`config.mk`:
```
export PLATFORM = sky130hd
export DESIGN_NAME = run_length_detector
export DESIGN_NICKNAME = d
export VERILOG_FILES = /design/src/rtl/run_length_detector.sv
export SDC_FILE = /design/constraint.sdc
export NUM_CORES = 1
export LEC_CHECK = 0
export BUFFER_PORTS_ARGS = -buffer_cell sky130_fd_sc_hd__clkbuf_2
export CAP_MARGIN = 20
export CORE_MARGIN = 3
export CORE_UTILIZATION = 50
export CTS_CLUSTER_DIAMETER = 200
export DETAILED_ROUTE_END_ITERATION = 16
export GPL_ROUTABILITY_DRIVEN = 0
export PLACE_DENSITY = 0.73
export SLEW_MARGIN = 20
export SYNTH_ARGS = -nofsm -noshare
export SYNTH_HDL_FRONTEND = slang
export SYNTH_SLANG_ARGS = --single-unit
export TNS_END_PERCENT = 1
```
`constraint.sdc`:
```
create_clock -name clk -period 4.1 [get_ports clk]
set_input_delay 0.82 -clock clk [delete_from_list [all_inputs] [get_ports clk]]
set_output_delay 0.82 -clock clk [all_outputs]
set_load 0.005 [all_outputs]
```
`src/rtl/run_length_detector.sv`:
```
// run_length_detector: counts consecutive equal sampled bits on a serial input,
// flags runs of at least RUN_LEN ones and/or zeros, and reports the length of
// each detected run when it ends.
`timescale 1ns/1ps

module run_length_detector #(
  parameter int unsigned RUN_LEN = 3,
  parameter int unsigned CNT_W   = 8
) (
  input  logic             clk,
  input  logic             reset,
  input  logic             en,
  input  logic             x,
  input  logic [1:0]       mode,
  output logic             y,
  output logic             y_one,
  output logic             y_zero,
  output logic             run_bit,
  output logic [CNT_W-1:0] run_cnt,
  output logic             run_end,
  output logic [CNT_W-1:0] end_len
);

  localparam logic [CNT_W-1:0] CNT_MAX = {CNT_W{1'b1}};
  localparam logic [CNT_W-1:0] CNT_ONE = CNT_W'(1);
  localparam logic [CNT_W-1:0] THRESH  = CNT_W'(RUN_LEN);

  typedef enum logic [1:0] {
    IDLE   = 2'd0,
    COUNT  = 2'd1,
    DETECT = 2'd2
  } state_t;

  state_t           state_q;
  state_t           state_d;
  logic [1:0]       mode_q;
  logic             run_bit_d;
  logic [CNT_W-1:0] run_cnt_d;
  logic [CNT_W-1:0] end_len_d;
  logic             run_end_d;
  logic             y_one_d;
  logic             y_zero_d;
  logic             old_pol_en;
  logic [CNT_W-1:0] cnt_inc;

  // Saturating increment of the current run length.
  always_comb begin
    cnt_inc = run_cnt;
    if (run_cnt != CNT_MAX) begin
      cnt_inc = run_cnt + CNT_ONE;
    end
  end

  // Detection enable for the polarity of the run currently in progress.
  always_comb begin
    old_pol_en = run_bit ? mode_q[0] : mode_q[1];
  end

  // State register plus all registered outputs.
  always_ff @(posedge clk or posedge reset) begin
    if (reset) begin
      state_q <= IDLE;
      mode_q  <= 2'b00;
      run_bit <= 1'b0;
      run_cnt <= '0;
      end_len <= '0;
      run_end <= 1'b0;
      y_one   <= 1'b0;
      y_zero  <= 1'b0;
      y       <= 1'b0;
    end else begin
      state_q <= state_d;
      mode_q  <= mode;
      run_bit <= run_bit_d;
      run_cnt <= run_cnt_d;
      end_len <= end_len_d;
      run_end <= run_end_d;
      y_one   <= y_one_d;
      y_zero  <= y_zero_d;
      y       <= y_one_d | y_zero_d;
    end
  end

  // Next-state, next-count and run-end decision for each qualified sample.
  always_comb begin
    state_d   = state_q;
    run_bit_d = run_bit;
    run_cnt_d = run_cnt;
    end_len_d = end_len;
    run_end_d = 1'b0;

    if (en) begin
      unique case (state_q)
        IDLE: begin
          run_bit_d = x;
          run_cnt_d = CNT_ONE;
          state_d   = COUNT;
        end
        COUNT, DETECT: begin
          if (x == run_bit) begin
            run_cnt_d = cnt_inc;
            state_d   = (cnt_inc >= THRESH) ? DETECT : COUNT;
          end else begin
            run_bit_d = x;
            run_cnt_d = CNT_ONE;
            state_d   = COUNT;
            // Only a detected run of an enabled polarity reports its length.
            if ((state_q == DETECT) && old_pol_en) begin
              run_end_d = 1'b1;
              end_len_d = run_cnt;
            end
          end
        end
        default: begin
          state_d = IDLE;
        end
      endcase
    end
  end

  // Flags follow the next state and the mode being registered this edge,
  // so a mode change shows up one edge later without needing a sample.
  always_comb begin
    y_one_d  = (state_d == DETECT) &  run_bit_d & mode[0];
    y_zero_d = (state_d == DETECT) & ~run_bit_d & mode[1];
  end

endmodule

```
==> results.json, run 1 <==
{
  "outcome": "finished, final reports clean",
  "antenna_found_initial": 0,
  "hp-class": "reg2reg",
  "htreeDepth": 1,
  "vdd_ir_drop_max_mv": 0.2822,
  "finalSetupViolCount": 0,
  "clkTransAtPathRegs_ns": 0.14,
  "rrSetupSlack_ns": 2.03,
  "syn_area_um2": 1334,
  "die-area_um2": 3324,
  "ant_nets": 0,
  "syn2layout_area_growth_pct": 10.23,
  "cts_buffers": 3,
  "crit_start": "state_q[1]",
  "dp_hpwl_mm": 1.939,
  "fp.dieH_um": 57.65,
  "yosysTopAreaCell": "dfrtp_1",
  "rows": 18,
  "grt_pass1_wl_mm": 4.664,
  "cp-start-kind": "flop",
  "r2r_start": "state_q[1]",
  "vias_per_cell": 5.697,
  "synthFlopType": "dfrtp_1",
  "num_vias": 1014,
  "regToRegEndpoint": "y_zero",
  "period_minus_slack_ns": 2.073,
  "start_util": 0.5335,
  "grt-ovfl-total": 0,
  "final_nets": 161,
  "synth_edf_count": 0,
  "required_ns": 4.37,
  "crit_end": "y_zero",
  "r2r_cells": 6,
  "worst_pin_slew_ns": 0.9117,
  "netlist_top_cells_count": "dfrtp_1 (25), a21oi_1 (9), mux2_2 (8), nand2_1 (8), nand3_1 (8)",
  "drv_cap": 0,
  "ys_seq_area_frac": 0.4690,
  "finalWirelength_mm": 2.651,
  "finalSetupTns_ns": 0,
  "synth-seq-cells": 25,
  "post_cts_buffers": 0,
  "synth_top_area_share": 0.4690,
  "cellPowerDensity_nw_per_um2": 470.0,
  "cts_tree": "yes",
  "grt_pass1_vias": 1032,
  "finClkSkew_ns": 0.002018,
  "leakage_nw": 0.7256,
  "yosys-top-cells-area": "dfrtp_1 (47%), mux2_2 (6.8%), ha_1 (5.6%), a21oi_1 (3.4%), nand3_1 (3.0%)",
  "clockBufferDepth": 2,
  "cts_hold_repair.buffers": 0,
  "grt_usage": 0.1807,
  "slew_headroom": 0.3915,
  "worstSkewPairLatency_ns": 0.32,
  "fin_util": 0.5881,
  "timing.fmax_mhz": 482.3,
  "core_um2": 2500,
  "cts_root_buffer": "clkbuf_4",
  "multi_input_area_um2": 624.3,
  "async_flop_share": 1.000,
  "synth_most_common_cell": "dfrtp_1",
  "num_antenna_cells": 0,
  "syn_inst": 125,
  "grt_max_degree": 26,
  "whs_path_depth": 1,
  "finalCritPeriodShare": 0.5057,
  "syn-num-nets": 137,
  "slew_violations": 0,
  "cp-end-kind": "flop",
  "io_pins": 27,
  "dr.pass1.iters": 4,
  "io_buffers": 26,
  "drt_iter0_drc": 41,
  "hold_viol_final": 0,
  "ctsResizeCount": 0,
  "drcViolationCount": 0,
  "yosysWarnings": 0,
  "arrival_ns": 2.34,
  "seq_area_um2": 625.6,
  "nFillCells": 227,
  "cts.sinks": 25,
  "worstSetupPathType": "reg2reg",
  "wl_per_cell_um": 14.89,
  "drive_above_1_share": 0.3041,
  "die_w_um": 57.65,
  "synth.avg_cell_area_um2": 10.67,
  "rsz0062_at_grt": "false",
  "synth.distinct_cells": 41,
  "cp_max_fo": 15
}
==> layer usage <==
metal / global-route usage / up-vias / part of all wire
li1: - / 499 / -
met1: 0.2318 / 490 / 0.46
met2: 0.3000 / 21 / 0.49
met3: 0.03341 / 4 / 0.040
met4: 0.07616 / 0 / 0.016
met5: 0 / - / 0
==> where the power goes <==
group / switching, mW / internal (mW)
Clock: 0.0749 / 0.0381
Sequential: 0.0379 / 0.281
Combinational: 0.147 / 0.111
==> through the flow <==
step | instance area (µm²) | hold slack, ns | instances | setup WS [ns] | total power [mW]
6_report | 1470 | 0.5261 | 178 | 2.027 | 0.6910
5_1_grt | 1470 | 0.5465 | 178 | 1.892 | 0.7412
4_1_cts | 1470 | 0.5307 | 178 | 2.027 | 0.6961
3_5_place_dp | 1444 | 0.4953 | 174 | 1.735 | 0.5848
3_3_place_gp | 1444 | 0.4904 | 174 | 1.784 | 0.5741
2_1_floorplan | 1334 | 0.5055 | 125 | 2.006 | 0.5196
==> layout make-up <==
type	instances	area share
flip-flops and latches	25	0.4255
multi-input cells	86	0.4247
repair buffers	26	0.08851
well taps	30	0.02553
clock buffers	4	0.01787
inverters	7	0.01787
==> registers in the layout, summed over array words and instances, names as in the netlist <==
register  count
mode_q        2
run_bit       1
y_zero        1
run_cnt       8
end_len       8
y             1
y_one         1
run_end       1
state_q       2
==> worst min-delay path by stage <==
stage / start / endpoint / slack, ns
final: end_len[3] / end_len[3] / 0.53
after global routing: end_len[0] / end_len[0] / 0.55
after CTS: end_len[6] / end_len[6] / 0.53
after detailed placement: end_len[2] / end_len[2] / 0.50
after global placement: end_len[6] / end_len[6] / 0.49
after floorplan: end_len[0] / end_len[0] / 0.51
==> placed cells by master (no fill, tap or decap), types with 2 or more instances in the layout <==
master / count
nor2_1: 3
a21oi_1: 9
or3_1: 2
mux2_2: 8
nand3_1: 8
dfrtp_1: 25
nand2_1: 8
ha_1: 6
clkbuf_4: 3
a21o_1: 2
and3_1: 4
o21ai_0: 6
inv_1: 7
clkbuf_2: 26
a31oi_1: 4
mux2i_1: 2
==> critical path, cell delays in order, from the launching register on <==
cell and delay [ns]:
dfrtp_1 0.44, ha_1 0.20, and2b_4 0.33, and3_1 0.49, o2111ai_1 0.23, nand3_1 0.16
and3_1 0.17
==> kinds of logic (layout without fill, tap and decap cells) <==
kind of cell / count (synthesis) / in the layout / share of synthesized area
AOI/OAI and AO/OA: 31 / 31 / 0.1529
xor gates and xnor gates: 1 / 1 / 0.006568
and+or+nand+nor: 38 / 38 / 0.1698
muxes: 10 / 10 / 0.08255
buffers and inverters: 14 / 37 / 0.06285
adders and majority gates: 6 / 6 / 0.05628
DFF: 25 / 25 / 0.4690
Power figures use the tool's default switching activity.
==> run 2: changes to the inputs <==
CORE_UTILIZATION = 48   (was 50)
clock period = 1.8 ns   (was 4.1 ns; I/O delays follow)
==> results.json, run 2 (synthesized netlist as in run 1, its figures left out) <==
{
  "period_minus_slack_ns": 1.730,
  "hold_viol_final": 0,
  "rows": 18,
  "layout_common_cells": "clkbuf_2 (26), dfrtp_1 (25), a21oi_1 (9), buf_4 (9)",
  "combPwrFrac": 0.453,
  "drcViolationCount": 0,
  "num_vias": 1072,
  "io_buffers": 26,
  "vdd_ir_drop_max_mv": 0.7442,
  "drt_iter0_drc": 29,
  "p_sw_frac": 0.3673,
  "crit_chain": "ha_2, nand4_1, or3_1, o2111ai_1, nand3_1, and3_1",
  "die-area_um2": 3447,
  "cts_hold_repair.buffers": 0,
  "fin_cells": 189,
  "clockBufferDepth": 2,
  "ant_nets": 0,
  "clockPowerShare": 0.143,
  "worstSetupPathType": "reg2reg",
  "outcome": "finished, final reports clean",
  "num_antenna_cells": 0,
  "grt_max_degree": 26,
  "grt_pass1_vias": 1010,
  "worstSkewPairLatency_ns": 0.31,
  "dr.pass1.iters": 5,
  "antenna_found_initial": 0,
  "p_sw_mw": 0.6329,
  "grt_pass1_wl_mm": 4.664,
  "clkTransAtPathRegs_ns": 0.14,
  "die_w_um": 58.72,
  "post_cts_buffers": 0,
  "cts_root_buffer": "clkbuf_4",
  "leakage_nw": 0.7870,
  "timing.fmax_mhz": 577.9,
  "finalSetupTns_ns": 0,
  "reg.largest.list": "end_len: 8 flops, run_cnt: 8 flops",
  "io_pins": 27,
  "rsz0062_at_grt": "false",
  "vias_per_cell": 5.672,
  "cts.sinks": 25,
  "wl_per_cell_um": 14.59,
  "dp_hpwl_mm": 2.088,
  "slew_violations": 0,
  "grt-ovfl-total": 0,
  "cp-end-kind": "flop",
  "cp-start-kind": "flop",
  "fp.dieH_um": 58.72,
  "layout_commonest_cell": "clkbuf_2",
  "dp_cells": 185,
  "required_ns": 2.02,
  "finalSetupViolCount": 0,
  "drive_above_1_share": 0.3711,
  "finalCritPeriodShare": 0.9613,
  "final_nets": 172,
  "htreeDepth": 1,
  "cts_tree": "yes",
  "cts_buffers": 3,
  "cellPowerDensity_nw_per_um2": 1087,
  "cp_slowest_cell": "dfrtp_1",
  "max_stage_delay_ns": 0.39,
  "start_util": 0.5195,
  "slew_headroom": 0.7240,
  "drv_cap": 0,
  "hp-class": "in2async",
  "finalWirelength_mm": 2.757,
  "core_um2": 2567,
  "seqPwrFrac": 0.404,
  "cp_max_fo": 6,
  "grt_usage": 0.1788,
  "internal-power_mw": 1.090,
  "worst_pin_slew_ns": 0.4097,
  "arrival_ns": 1.95,
  "ctsResizeCount": 0,
  "finClkSkew_ns": 0.004137,
  "syn2layout_area_growth_pct": 18.86
}
[run 2: changes by cell type in the layout (fill, tap and decap cells not counted), sizes merged]
| cell | before | now |
|---|---|---|
| clkinv | 0 | 1 |
| buf | 0 | 11 |
| clkbuf | 30 | 29 |
[run 2: power by group through the flow]
stage                     Clock (mW)  Sequential [mW]  Combinational, mW
after floorplan                    0            0.724              0.459
after global placement             0            0.701              0.696
after detailed placement           0            0.710              0.718
after CTS                      0.255            0.697              0.722
after global routing           0.285            0.710              0.860
final                          0.246            0.697              0.780
[run 2: layer usage]
metal	global-route usage	part of all wire
met4	0.08414	0.014
met5	0	0
met1	0.2585	0.48
met3	0.03728	0.062
met2	0.2568	0.45
[run 2: worst paths after layout]
path / start / to / slack [ns] / cells after the start
max: run_cnt[0] / y_one / 0.07 / 6
min: reset / run_bit / 0.05 / 3
max reg2reg: run_cnt[0] / y_one / 0.07 / 6
min reg2reg: end_len[3] / end_len[3] / 0.52 / 1
max in group asynchronous: reset / run_cnt[6] / 1.52 / 3
min in group clk: mode[1] / mode_q[1] / 0.17 / 1
[run 2: final cells by class]
type / count / area, µm²
sequential: 25 / 625.6
clock inverter: 1 / 5.005
timing repair buffer: 37 / 229.0
fill: 236 / 982.2
multi-input combinational: 86 / 639.4
inverter: 7 / 26.28
clock buffer: 3 / 22.52
tap: 30 / 37.54
[run 2: metrics by stage]
step | hold WS, ns | worst slack, ns | power [mW] | area [µm²] | util
after floorplan | 0.3873 | 0.08097 | 1.184 | 1334 | -
after global placement | 0.3970 | 0.09590 | 1.397 | 1539 | 0.5994
after detailed placement | 0.4056 | 0.05845 | 1.429 | 1539 | 0.5994
after CTS | 0.04722 | 0.03519 | 1.674 | 1567 | 0.6101
after global routing | 0.05288 | 0.001316 | 1.855 | 1585 | 0.6174
final | 0.04867 | 0.06961 | 1.723 | 1585 | 0.6174
[run 2: worst max-delay path: cells and delay by family, from the launching register on]
kind | cells | cell delay (ns)
compound gates | 1 | 0.12
fa+ha+maj | 1 | 0.23
flops | 1 | 0.39
simple gates | 4 | 0.90
==> run 3: changes to the inputs <==
RECOVER_POWER = 100   (was unset)
==> results.json, run 3 (synthesized netlist as in run 1, its figures left out) <==
{
  "syn2layout_area_growth_pct": 16.98,
  "p_sw_mw": 0.6262,
  "cts_buffers": 3,
  "layout_common_cells": "dfrtp_1 (25), clkbuf_2 (20), clkbuf_1 (10), a21oi_1 (9)",
  "crit_family": "simple AND/OR/NAND/NOR gates",
  "drive_above_1_share": 0.3019,
  "finalSetupTns_ns": 0,
  "hold_viol_final": 0,
  "rsz0062_at_grt": "false",
  "cp-start-kind": "flop",
  "dp_hpwl_mm": 2.088,
  "clockPowerShare": 0.145,
  "grt_usage": 0.1788,
  "cts_tree": "yes",
  "cts_root_buffer": "clkbuf_4",
  "rows": 18,
  "grt-ovfl-total": 0,
  "die-area_um2": 3447,
  "io_pins": 27,
  "die_w_um": 58.72,
  "cts.sinks": 25,
  "grt_pass1_wl_mm": 4.664,
  "num_antenna_cells": 0,
  "cellPowerDensity_nw_per_um2": 1085,
  "max_stage_delay_ns": 0.39,
  "grt_max_degree": 26,
  "core_um2": 2567,
  "wl_per_cell_um": 14.48,
  "fp.dieH_um": 58.72,
  "htreeDepth": 1,
  "layout_commonest_cell": "dfrtp_1",
  "hp-class": "in2reg",
  "period_minus_slack_ns": 1.724,
  "drv_cap": 0,
  "ctsResizeCount": 0,
  "start_util": 0.5195,
  "fin_util": 0.6077,
  "finalSetupViolCount": 0,
  "finalWirelength_mm": 2.737,
  "drt_iter0_drc": 39,
  "p_sw_frac": 0.3697,
  "internal-power_mw": 1.067,
  "crit_chain": "ha_2, nand4_1, or3_1, o2111ai_1, nand3_1, and3_1",
  "seqPwrFrac": 0.411,
  "final_nets": 172,
  "slew_headroom": 0.1363,
  "slew_violations": 0,
  "timing.fmax_mhz": 580.1,
  "post_cts_buffers": 0,
  "arrival_ns": 1.94,
  "cp-end-kind": "flop",
  "worstSkewPairLatency_ns": 0.31,
  "nFillCells": 244,
  "leakage_nw": 0.7520,
  "path_buf_inv": 0,
  "finalCritPeriodShare": 0.9577,
  "io_buffers": 26,
  "clkTransAtPathRegs_ns": 0.13,
  "cts_hold_repair.buffers": 0,
  "dr.pass1.iters": 4,
  "finClkSkew_ns": 0.002858,
  "vdd_ir_drop_max_mv": 0.7343,
  "antenna_found_initial": 0,
  "vias_per_cell": 5.651,
  "fin_area_um2": 1560,
  "reg.largest.list": "end_len: 8 flops, run_cnt: 8 flops",
  "combPwrFrac": 0.444,
  "num_vias": 1068,
  "ant_nets": 0,
  "worst_pin_slew_ns": 1.296,
  "drcViolationCount": 0,
  "worstSetupPathType": "reg2reg",
  "outcome": "finished, final reports clean",
  "required_ns": 2.01,
  "grt_pass1_vias": 1010,
  "cp_slowest_cell": "dfrtp_1",
  "clockBufferDepth": 2,
  "placed_cell_area_um2": 1539,
  "cp_max_fo": 6
}
## run 3: stage by stage
stage,worst slack (ns),hold WS (ns),cells,power (mW)
finish,0.07610,0.1685,189,1.694
global route,0.001316,0.1460,189,1.831
CTS,0.03519,0.04722,189,1.674
detailed placement,0.05845,0.4056,185,1.429
global placement,0.09590,0.3970,185,1.397
floorplan,0.08097,0.3873,125,1.184
## run 3: layout make-up
cell class / instances / area (µm²) / share of cell area
inverters: 7 / 26.28 / 0.01684
clock buffers: 3 / 22.52 / 0.01443
well taps: 30 / 37.54 / 0.02406
multi-input cells: 86 / 636.9 / 0.4082
clock inverters: 1 / 5.005 / 0.003208
repair buffers: 37 / 206.4 / 0.1323
flip-flops and latches: 25 / 625.6 / 0.4010
## run 3: worst paths after layout
| path | startpoint | slack [ns] | cells past startpoint | endpoint |
|---|---|---|---|---|
| max | run_cnt[0] | 0.08 | 6 | y_one |
| min | mode[1] | 0.17 | 1 | mode_q[1] |
| max reg2reg | run_cnt[0] | 0.08 | 6 | y_one |
| min reg2reg | end_len[3] | 0.52 | 1 | end_len[3] |
| max in group asynchronous | reset | 0.62 | 3 | run_cnt[6] |
| min in group asynchronous | reset | 0.43 | 3 | end_len[3] |
## run 3: layer usage
metal | vias to the layer above | track usage | wire length [µm]
met4 | 0 | 0.08414 | 39
met3 | 4 | 0.03728 | 184
met2 | 42 | 0.2568 | 1229
met5 | - | 0 | 0
met1 | 494 | 0.2585 | 1283
li1 | 528 | - | -
## run 3: power by group through the flow
stage / registers [mW] / clock network (mW) / logic (mW)
global placement: 0.701 / 0 / 0.696
global route: 0.709 / 0.285 / 0.837
detailed placement: 0.710 / 0 / 0.718
floorplan: 0.724 / 0 / 0.459
CTS: 0.697 / 0.255 / 0.722
finish: 0.696 / 0.245 / 0.753
## run 3: worst register-to-register path, cell delays in order (launching register included)
cell and delay (ns):
dfrtp_1 0.39, ha_2 0.23, nand4_1 0.17, or3_1 0.38, o2111ai_1 0.12, nand3_1 0.14, and3_1 0.21
